**config.mk**
```make
export PLATFORM = sky130hd
export DESIGN_NAME = mem_port_arbiter_flat
export DESIGN_NICKNAME = d
export VERILOG_FILES = /design/src/rtl/mem_port_arbiter_if.sv /design/src/rtl/mem_port_arbiter.sv /design/src/flat_wrapper.sv
export SDC_FILE = /design/constraint.sdc
export NUM_CORES = 1
export LEC_CHECK = 0
export BUFFER_PORTS_ARGS = -buffer_cell sky130_fd_sc_hd__buf_4
export CORE_AREA = 3 3 116 118
export DETAILED_ROUTE_END_ITERATION = 10
export DIE_AREA = 0 0 119 121
export SYNTH_ARGS = -nofsm -noshare
export SYNTH_HDL_FRONTEND = slang
export SYNTH_SLANG_ARGS = --single-unit
```
**constraint.sdc**
```tcl
create_clock -name clk -period 1.7 [get_ports clk]
set_input_delay 0.085 -clock clk [delete_from_list [all_inputs] [get_ports clk]]
set_output_delay 0.085 -clock clk [all_outputs]
set_load 0.02 [all_outputs]
```
**src/rtl/mem_port_arbiter_if.sv**
```systemverilog
// Bundle of the two requester channels and the shared memory port.
// The arbiter connects through the slave modport; requesters and the
// memory model drive or observe the signals through the master modport.
interface mem_port_arbiter_if #(
  parameter int ADDR_W = 32,
  parameter int DATA_W = 32
);
  // requester 0 (mips core)
  logic              req0;
  logic              we0;
  logic [ADDR_W-1:0] addr0;
  logic [DATA_W-1:0] wdata0;
  logic              gnt0;
  logic [DATA_W-1:0] rdata0;
  logic              rvalid0;

  // requester 1 (loader / debug master)
  logic              req1;
  logic              we1;
  logic [ADDR_W-1:0] addr1;
  logic [DATA_W-1:0] wdata1;
  logic              gnt1;
  logic [DATA_W-1:0] rdata1;
  logic              rvalid1;

  // shared memory port
  logic [ADDR_W-1:0] mem_addr;
  logic              mem_wr_ena;
  logic [DATA_W-1:0] mem_wr_data;
  logic [DATA_W-1:0] mem_rd_data;

  modport slave (
    input  req0, we0, addr0, wdata0,
    input  req1, we1, addr1, wdata1,
    output gnt0, rdata0, rvalid0,
    output gnt1, rdata1, rvalid1,
    output mem_addr, mem_wr_ena, mem_wr_data,
    input  mem_rd_data
  );

  modport master (
    output req0, we0, addr0, wdata0,
    output req1, we1, addr1, wdata1,
    input  gnt0, rdata0, rvalid0,
    input  gnt1, rdata1, rvalid1,
    input  mem_addr, mem_wr_ena, mem_wr_data,
    output mem_rd_data
  );
endinterface

```
**src/rtl/mem_port_arbiter.sv**
```systemverilog
// mem_port_arbiter: shares one single-cycle memory port between the mips
// core (requester 0) and a loader/debug master (requester 1).
// Round-robin ownership with a bounded burst: an owner keeps the port for
// at most MAX_BURST consecutive grants while the other side is waiting.
// Grants and the memory mux are decoded from the registered owner state,
// so a request raised in IDLE is served on the following cycle.
// Read data is captured at the end of the grant cycle and flagged with a
// one-cycle rvalid pulse.
// Optional build macro MEM_ARB_PERF_EN adds 32-bit wrapping counters:
//   perf_gnt0 / perf_gnt1 : granted cycles per requester
//   perf_wait1            : cycles with req1 high and gnt1 low
module mem_port_arbiter #(
  parameter int ADDR_W    = 32,
  parameter int DATA_W    = 32,
  parameter int MAX_BURST = 4
) (
  input  logic        clk,
  input  logic        rst,
`ifdef MEM_ARB_PERF_EN
  output logic [31:0] perf_gnt0,
  output logic [31:0] perf_gnt1,
  output logic [31:0] perf_wait1,
`endif
  mem_port_arbiter_if.slave bus
);

  // bcnt counts grants already given in the current tenure, saturating
  // at MAX_BURST-1; reaching that value with the other side waiting
  // hands the port over.
  localparam int                BCNT_W    = $clog2(MAX_BURST) + 1;
  localparam logic [BCNT_W-1:0] BCNT_LAST = BCNT_W'(MAX_BURST - 1);

  typedef enum logic [1:0] {
    IDLE = 2'd0,
    OWN0 = 2'd1,
    OWN1 = 2'd2
  } state_t;

  state_t            state_q, state_d;
  logic [BCNT_W-1:0] bcnt_q,  bcnt_d;
  logic              ptr_q,   ptr_d;   // 0: requester 0 wins a tie in IDLE

  logic              gnt0, gnt1;

  logic              rvalid0_q, rvalid0_d;
  logic              rvalid1_q, rvalid1_d;
  logic [DATA_W-1:0] rdata0_q,  rdata0_d;
  logic [DATA_W-1:0] rdata1_q,  rdata1_d;

  // State register: owner, burst count, tie pointer and read-return flops
  always_ff @(posedge clk) begin
    if (rst) begin
      state_q   <= IDLE;
      bcnt_q    <= '0;
      ptr_q     <= 1'b0;
      rvalid0_q <= 1'b0;
      rvalid1_q <= 1'b0;
      rdata0_q  <= '0;
      rdata1_q  <= '0;
    end else begin
      state_q   <= state_d;
      bcnt_q    <= bcnt_d;
      ptr_q     <= ptr_d;
      rvalid0_q <= rvalid0_d;
      rvalid1_q <= rvalid1_d;
      rdata0_q  <= rdata0_d;
      rdata1_q  <= rdata1_d;
    end
  end

  // Next owner: round-robin with burst limit and early hand-over on a dropped request
  always_comb begin
    state_d = state_q;
    bcnt_d  = bcnt_q;
    ptr_d   = ptr_q;
    unique case (state_q)
      IDLE: begin
        bcnt_d = '0;
        if (bus.req0 && bus.req1) begin
          state_d = ptr_q ? OWN1 : OWN0;
        end else if (bus.req0) begin
          state_d = OWN0;
        end else if (bus.req1) begin
          state_d = OWN1;
        end
      end
      OWN0: begin
        if (!bus.req0) begin
          // Owner let go: the idle cycle just spent was not an access.
          state_d = bus.req1 ? OWN1 : IDLE;
          bcnt_d  = '0;
          ptr_d   = 1'b1;
        end else if (bus.req1 && (bcnt_q == BCNT_LAST)) begin
          state_d = OWN1;
          bcnt_d  = '0;
          ptr_d   = 1'b0;
        end else if (bcnt_q < BCNT_LAST) begin
          bcnt_d = bcnt_q + BCNT_W'(1);
        end
      end
      OWN1: begin
        if (!bus.req1) begin
          state_d = bus.req0 ? OWN0 : IDLE;
          bcnt_d  = '0;
          ptr_d   = 1'b0;
        end else if (bus.req0 && (bcnt_q == BCNT_LAST)) begin
          state_d = OWN0;
          bcnt_d  = '0;
          ptr_d   = 1'b1;
        end else if (bcnt_q < BCNT_LAST) begin
          bcnt_d = bcnt_q + BCNT_W'(1);
        end
      end
      default: begin
        state_d = IDLE;
        bcnt_d  = '0;
      end
    endcase
  end

  // Grants and memory mux, decoded from the registered owner only
  always_comb begin
    gnt0            = (state_q == OWN0) && bus.req0;
    gnt1            = (state_q == OWN1) && bus.req1;
    bus.mem_addr    = '0;
    bus.mem_wr_data = '0;
    bus.mem_wr_ena  = 1'b0;
    unique case (state_q)
      OWN0: begin
        bus.mem_addr    = bus.addr0;
        bus.mem_wr_data = bus.wdata0;
        bus.mem_wr_ena  = gnt0 && bus.we0;
      end
      OWN1: begin
        bus.mem_addr    = bus.addr1;
        bus.mem_wr_data = bus.wdata1;
        bus.mem_wr_ena  = gnt1 && bus.we1;
      end
      default: begin
      end
    endcase
  end

  // Read return: capture memory data on a granted read, otherwise hold
  always_comb begin
    rvalid0_d = gnt0 && !bus.we0;
    rvalid1_d = gnt1 && !bus.we1;
    rdata0_d  = rvalid0_d ? bus.mem_rd_data : rdata0_q;
    rdata1_d  = rvalid1_d ? bus.mem_rd_data : rdata1_q;
  end

  assign bus.gnt0    = gnt0;
  assign bus.gnt1    = gnt1;
  assign bus.rvalid0 = rvalid0_q;
  assign bus.rvalid1 = rvalid1_q;
  assign bus.rdata0  = rdata0_q;
  assign bus.rdata1  = rdata1_q;

`ifdef MEM_ARB_PERF_EN
  logic [31:0] perf_gnt0_q,  perf_gnt0_d;
  logic [31:0] perf_gnt1_q,  perf_gnt1_d;
  logic [31:0] perf_wait1_q, perf_wait1_d;

  // Counter increments; all three wrap naturally at 2^32
  always_comb begin
    perf_gnt0_d  = perf_gnt0_q  + 32'(gnt0);
    perf_gnt1_d  = perf_gnt1_q  + 32'(gnt1);
    perf_wait1_d = perf_wait1_q + 32'(bus.req1 && !gnt1);
  end

  // Counter registers, cleared by reset
  always_ff @(posedge clk) begin
    if (rst) begin
      perf_gnt0_q  <= '0;
      perf_gnt1_q  <= '0;
      perf_wait1_q <= '0;
    end else begin
      perf_gnt0_q  <= perf_gnt0_d;
      perf_gnt1_q  <= perf_gnt1_d;
      perf_wait1_q <= perf_wait1_d;
    end
  end

  assign perf_gnt0  = perf_gnt0_q;
  assign perf_gnt1  = perf_gnt1_q;
  assign perf_wait1 = perf_wait1_q;
`endif

endmodule

```
**src/flat_wrapper.sv**
```systemverilog
// flat-port wrapper written by rule: the top's interface ports become plain ports
module mem_port_arbiter_flat 
#(
  parameter int ADDR_W    = 32,
  parameter int DATA_W    = 32,
  parameter int MAX_BURST = 4
)
  (clk, rst, bus_req0, bus_we0, bus_addr0, bus_wdata0, bus_req1, bus_we1, bus_addr1, bus_wdata1, bus_gnt0, bus_rdata0, bus_rvalid0, bus_gnt1, bus_rdata1, bus_rvalid1, bus_mem_addr, bus_mem_wr_ena, bus_mem_wr_data, bus_mem_rd_data);
  mem_port_arbiter_if #(.ADDR_W(ADDR_W), .DATA_W(DATA_W)) bus_i ();
  input  logic clk;
  input  logic rst;
  input wire logic [$bits(bus_i.req0)-1:0] bus_req0;
  input wire logic [$bits(bus_i.we0)-1:0] bus_we0;
  input wire logic [$bits(bus_i.addr0)-1:0] bus_addr0;
  input wire logic [$bits(bus_i.wdata0)-1:0] bus_wdata0;
  input wire logic [$bits(bus_i.req1)-1:0] bus_req1;
  input wire logic [$bits(bus_i.we1)-1:0] bus_we1;
  input wire logic [$bits(bus_i.addr1)-1:0] bus_addr1;
  input wire logic [$bits(bus_i.wdata1)-1:0] bus_wdata1;
  output wire logic [$bits(bus_i.gnt0)-1:0] bus_gnt0;
  output wire logic [$bits(bus_i.rdata0)-1:0] bus_rdata0;
  output wire logic [$bits(bus_i.rvalid0)-1:0] bus_rvalid0;
  output wire logic [$bits(bus_i.gnt1)-1:0] bus_gnt1;
  output wire logic [$bits(bus_i.rdata1)-1:0] bus_rdata1;
  output wire logic [$bits(bus_i.rvalid1)-1:0] bus_rvalid1;
  output wire logic [$bits(bus_i.mem_addr)-1:0] bus_mem_addr;
  output wire logic [$bits(bus_i.mem_wr_ena)-1:0] bus_mem_wr_ena;
  output wire logic [$bits(bus_i.mem_wr_data)-1:0] bus_mem_wr_data;
  input wire logic [$bits(bus_i.mem_rd_data)-1:0] bus_mem_rd_data;
  assign bus_i.req0 = bus_req0;
  assign bus_i.we0 = bus_we0;
  assign bus_i.addr0 = bus_addr0;
  assign bus_i.wdata0 = bus_wdata0;
  assign bus_i.req1 = bus_req1;
  assign bus_i.we1 = bus_we1;
  assign bus_i.addr1 = bus_addr1;
  assign bus_i.wdata1 = bus_wdata1;
  assign bus_gnt0 = bus_i.gnt0;
  assign bus_rdata0 = bus_i.rdata0;
  assign bus_rvalid0 = bus_i.rvalid0;
  assign bus_gnt1 = bus_i.gnt1;
  assign bus_rdata1 = bus_i.rdata1;
  assign bus_rvalid1 = bus_i.rvalid1;
  assign bus_mem_addr = bus_i.mem_addr;
  assign bus_mem_wr_ena = bus_i.mem_wr_ena;
  assign bus_mem_wr_data = bus_i.mem_wr_data;
  assign bus_i.mem_rd_data = bus_mem_rd_data;
  mem_port_arbiter #(.ADDR_W(ADDR_W), .DATA_W(DATA_W), .MAX_BURST(MAX_BURST)) u_core (.clk(clk), .rst(rst), .bus(bus_i));
endmodule
```
* Word level (Yosys, flattened, before mapping)
Cells that the tools add are included.
** Word-level totals
- Logic and storage cells :: 55
- Output and inout port bits :: 133
- Input port bits :: 166
- Register bits after elaboration :: 72
** Operators by class
- Reductions and logical operators :: 15
- Magnitude comparators :: 1
- Eq/ne operators :: 6
- Mux-type cells :: 25
- Add/sub/neg operators :: 1
** Operator list (count)
- 32-bit one-hot mux with 2 select lines :: 2
- 2-bit two-way mux :: 9
- 3-bit two-way mux :: 5
- 1-bit logical AND :: 9
- 3-bit by 2-bit != test with 1-bit output (second input constant) :: 2
- 2-bit one-hot mux with 3 select lines :: 1
- 3-bit one-hot mux with 2 select lines :: 1
- 3-bit AND reduction :: 2
- 1-bit two-way mux :: 5
- 4-bit by 3-bit != test with 1-bit output (second input constant) :: 1
- 1-bit one-hot mux with 2 select lines :: 2
- 3-bit by 1-bit adder with 3-bit output (second input constant) :: 1
- 3-bit by 2-bit equality test with 1-bit output (second input constant) :: 1
- 3-bit by 2-bit less-than comparator with 1-bit output (second input constant) :: 1
- 2-bit by 1-bit equality test with 1-bit output (second input constant) :: 1
- 2-bit equality test (second input constant) :: 1
- 1-bit logical NOT :: 2
- 2-bit logical NOT :: 1
- 2-bit nonzero test :: 1

* Logic depth before layout (Yosys ltp)
- Depth after elaboration :: 5
- Mapped depth :: 8
- Mapped depth without buffers :: 5

* Least setup slack after synthesis
No wires, ideal clock.
- Path kind :: register to register
- Start point :: register u_core.state_q[0]
- End point :: register u_core.state_q[0]
- Period minus slack after synthesis :: 1.541 ns
- Library setup time :: 0.072 ns
- Stages on the path, launching flop included :: 8
- Required time :: 1.628 ns
- Setup slack :: 0.159 ns
- Path buffers :: 2
- Arrival :: 1.469 ns
- Cell sequence :: dfxtp_1 > inv_1 > ha_1 > buf_6 > and2_1 > buf_6 > a221oi_4 > mux2i_1
** On the way
- Longest elaborated chain between the ends :: 3
- Elaborated cells between the ends (all ways) :: 8
- Those cells by class :: eq/ne: 5; mux: 1; reduce/logical: 2
** RTL lines
- from (decl) :: line mem_port_arbiter.sv:39 : state_t state_q, state_d;
- from (signal assigned) :: line mem_port_arbiter.sv:61 : state_q <= state_d;
- 2-bit equality test (tied with other cells) :: line mem_port_arbiter.sv:76 : unique case (state_q)
- 3-bit by 2-bit != test with 1-bit output (no source line) or 4-bit by 3-bit != test with 1-bit output (tied branches)
- 3-bit AND reduction (no source line)
Parallel ways exist; a longest one is shown, timed or not.
A chain may end at the register's enable or synchronous reset.

* Final worst setup path
- Start point :: register u_core.state_q[0]
- End point :: output bus_mem_addr[6]
** On the way
- Longest elaborated chain between the ends :: 2
- Elaborated cells between the ends (all ways) :: 3
- Those cells by class :: eq/ne: 2; mux: 1
** RTL lines
- 2-bit equality test or 2-bit by 1-bit equality test with 1-bit output (tied branches) :: line mem_port_arbiter.sv:128 : unique case (state_q)
- 32-bit one-hot mux with 2 select lines (*) :: line mem_port_arbiter.sv:128
- to (decl) :: line flat_wrapper.sv:26 : output wire logic [$bits(bus_i.mem_addr)-1:0] bus_mem_addr;
Mark *: on every way between the ends. The rest lies on a longest branch, timed or not.

==> metrics.txt <==
PortBufs about 300; Setup Crit Path Kind reg -> out; leakage power 2.88 nW; EDFF count, synth 0; area grow syn2layout 89.3%; register area share after synthesis 40.1%; Residual DRC 0; CTS tree done; Syn Area/Cell 7.34 um2; CTS buffer count 9; Die Y 121 um; Worst setup EP type output port; dominant synthesized flop cell dfxtp_1; largest net degree at the start of global routing 47; Hold Path Depth 3; final WL 16800 um; measured slew at the worst slew-check pin 462 ps; Gate Count Post-Synth 490; First-pass DRT Iterations 5; critical-path cell list inv_4, ha_4, buf_12, a22oi_1, nor2_1, buf_4; R2R depth 7; initial antenna violation count 0; row count 41; Period minus WS final about 1700 ps; Placed Area 6000 um2; H-tree depth 3; critical path depth in cells 6; Final setup viols 0; Synth area leader dfxtp_1; setup ws final between 10 and 15 ps; FF-to-FF setup slack 110 ps; post-route ant nets 0; final slew viol count 0; worst hold path class in -> reg; maxcap violations 0; Clock Latency Late Sink roughly 320 ps; pre-CTS WS roughly 70 ps; Max FO, Critical Path 29; root buffer cell clkbuf_16; Startpoint Class flip-flop; nets@finish 946; vias in the first global route 4583; Core ar. approximately 13000 um2; Max stage delay on crit path 360 ps; synthesized area 3590 um2; # IOs around 300; Critical Path Start u_core.state_q[0]; clk buf depth 2; Setup Skew 5.29 ps; Reg-to-Reg Start u_core.state_q[1]; Die ar. around 14000 um2; CTS Hold Buffers Added 0; routability congestion estimate 0.968; worst path arrival time about 1600 ps; initial core utilization 28.6%; Buf/Inv on CP 3; fillers 1184; Die Wd 119 um; Initial DRC Count 270; ranking of synthesized cells by area dfxtp_1 (40%), a22oi_1 (14%), nand2_1 (14%), a21oi_1 (9.2%), nor2_1 (7.5%); post-DP HPWL 12200 um; synth unique cells 29; syn nets roughly 660; CP endpoint bus_mem_addr[6]; Max VDD drop 516 uV; # diodes 0; Slowest cell on crit path dfxtp_4; post-synth top area share 40.1%; grt total ovfl 0; status finished, final reports clean; Seq cells post-synth between 70 and 80; required time of the critical path approximately 1600 ps; Max-slew headroom 69.2%; asr flop ratio synth 0%; CP top delay family buffers and inverters; Clock transition at path regs about 50 ps; period utilization 99.2%; drt wl/cell about 18 um; vias per cell 4.89; reg2reg end u_core.ptr_q; RSZ-0062 raised after global routing yes; final hold vios 0; final instance area around 6800 um2; Yosys warnings 0; GR Util All Layers 22.1%; Sink Count 72; fmax ~0.59 GHz; pwr dens 975 nW/um2; share of layout cells above drive strength 1 51.0%; DR vias 4634; global-route wire length before repair 25100 um
## flip-flops by register name, indices dropped and copies added, names as in the netlist
| register | flops |
|---|---|
| u_core.bus.rdata0 | 32 |
| u_core.bus.rdata1 | 32 |
| u_core.bcnt_q | 3 |
| u_core.state_q | 2 |
| u_core.bus.rvalid0 | 1 |
| u_core.bus.rvalid1 | 1 |
| u_core.ptr_q | 1 |
## power breakdown
part	leakage [nW]	switching, W	total, W	internal (W)
Sequential	0.583	0.0000579	0.00183	0.00177
Clock	0.135	0.000632	0.00178	0.00115
Combinational	2.17	0.00165	0.00302	0.00137
## worst min path at each step
stage                                    from                     to  slack (ps)
after detailed placement   bus_mem_rd_data[4]   u_core.bus.rdata1[4]         350
after global routing       bus_mem_rd_data[1]   u_core.bus.rdata1[1]           3
after global placement    bus_mem_rd_data[21]  u_core.bus.rdata1[21]         340
final                     bus_mem_rd_data[21]  u_core.bus.rdata0[21]          10
after CTS                  bus_mem_rd_data[1]   u_core.bus.rdata1[1]           5
after floorplan            bus_mem_rd_data[0]   u_core.bus.rdata0[0]         220
## area by class of cell
class                           instances  area (um2)  area share, %
Timing Repair Buffer                  320        2640           38.7
Inverter                                4        22.5          0.331
Tap cell                              172         215           3.16
Sequential cell                        72        1450           21.3
Clock buffer                           12         246           3.62
Clock inverter                          1        30.0          0.441
Multi-Input combinational cell        367        2200           32.4
## layout by cell type (no fill, tap or decap), types with 3 or more instances in the layout
master,synthesis,layout
buf_12,0,9
buf_16,0,3
a22oi_1,66,40
a21oi_1,66,66
dfxtp_1,72,69
a22oi_2,0,26
clkbuf_16,0,9
nand2b_1,5,5
buf_6,4,16
inv_4,0,3
buf_4,0,292
nor2_4,0,15
ha_1,6,3
nand2_1,131,131
nor2_1,72,50
ha_4,0,3
nor2_2,0,7
## what timing repair did
item	in CTS	in global routing
cloned	4	0
gates resized for setup	55	49
buffers inserted	4	2
pin swaps	2	3
setup endpoints to repair	66	58
## worst min-delay path: stages
cell	delay (ps)
buf_4	110
nand2_1	50
a21oi_1	50
## routing by layer
layer | part of all wire [%] | vias to the layer above | track usage [%]
li1 | - | 2235 | -
met1 | 40 | 2191 | 26.4
met2 | 51 | 179 | 37.9
met3 | 7.3 | 29 | 7.27
met4 | 2.0 | 0 | 6.08
met5 | 0 | - | 0
## Yosys cell counts, types with 2 or more instances
library cell	instances
nor2_1	72
buf_2	22
mux2i_1	2
and3b_1	2
buf_6	4
nand3b_2	2
dfxtp_1	72
inv_1	4
buf_1	9
nand2_1	131
clkbuf_1	12
ha_1	6
a22oi_1	66
a21oi_1	66
nand2b_1	5
o21ai_0	2
## logic make-up (layout without fill, tap and decap cells)
logic type               after synthesis  in the layout  synth area share, %
AND/OR/NAND/NOR                      216            216                 23.9
AO/OA/AOI/OAI                        143            143                 26.4
flip-flops                            72             72                 40.1
buffers and inverters                 51            337                 6.93
adder cells (fa/ha/maj)                6              6                 2.09
multiplexers                           2              2                0.557
## per-stage QoR
stage | utilization (%) | std cells | TNS, ps | power [W] | hold slack [ps]
5_1_grt | 54.1 | 948 | -1250 | 0.00697 | 2.73
6_report | 54.1 | 948 | 0 | 0.00663 | 13.3
3_3_place_gp | 47.8 | 926 | 0 | 0.00411 | 343
4_1_cts | 52.6 | 947 | -725 | 0.00651 | 4.50
3_5_place_dp | 47.8 | 926 | 0 | 0.00415 | 352
2_1_floorplan | - | 490 | 0 | 0.00315 | 221
No activity file was read; power rests on OpenSTA's default activity.
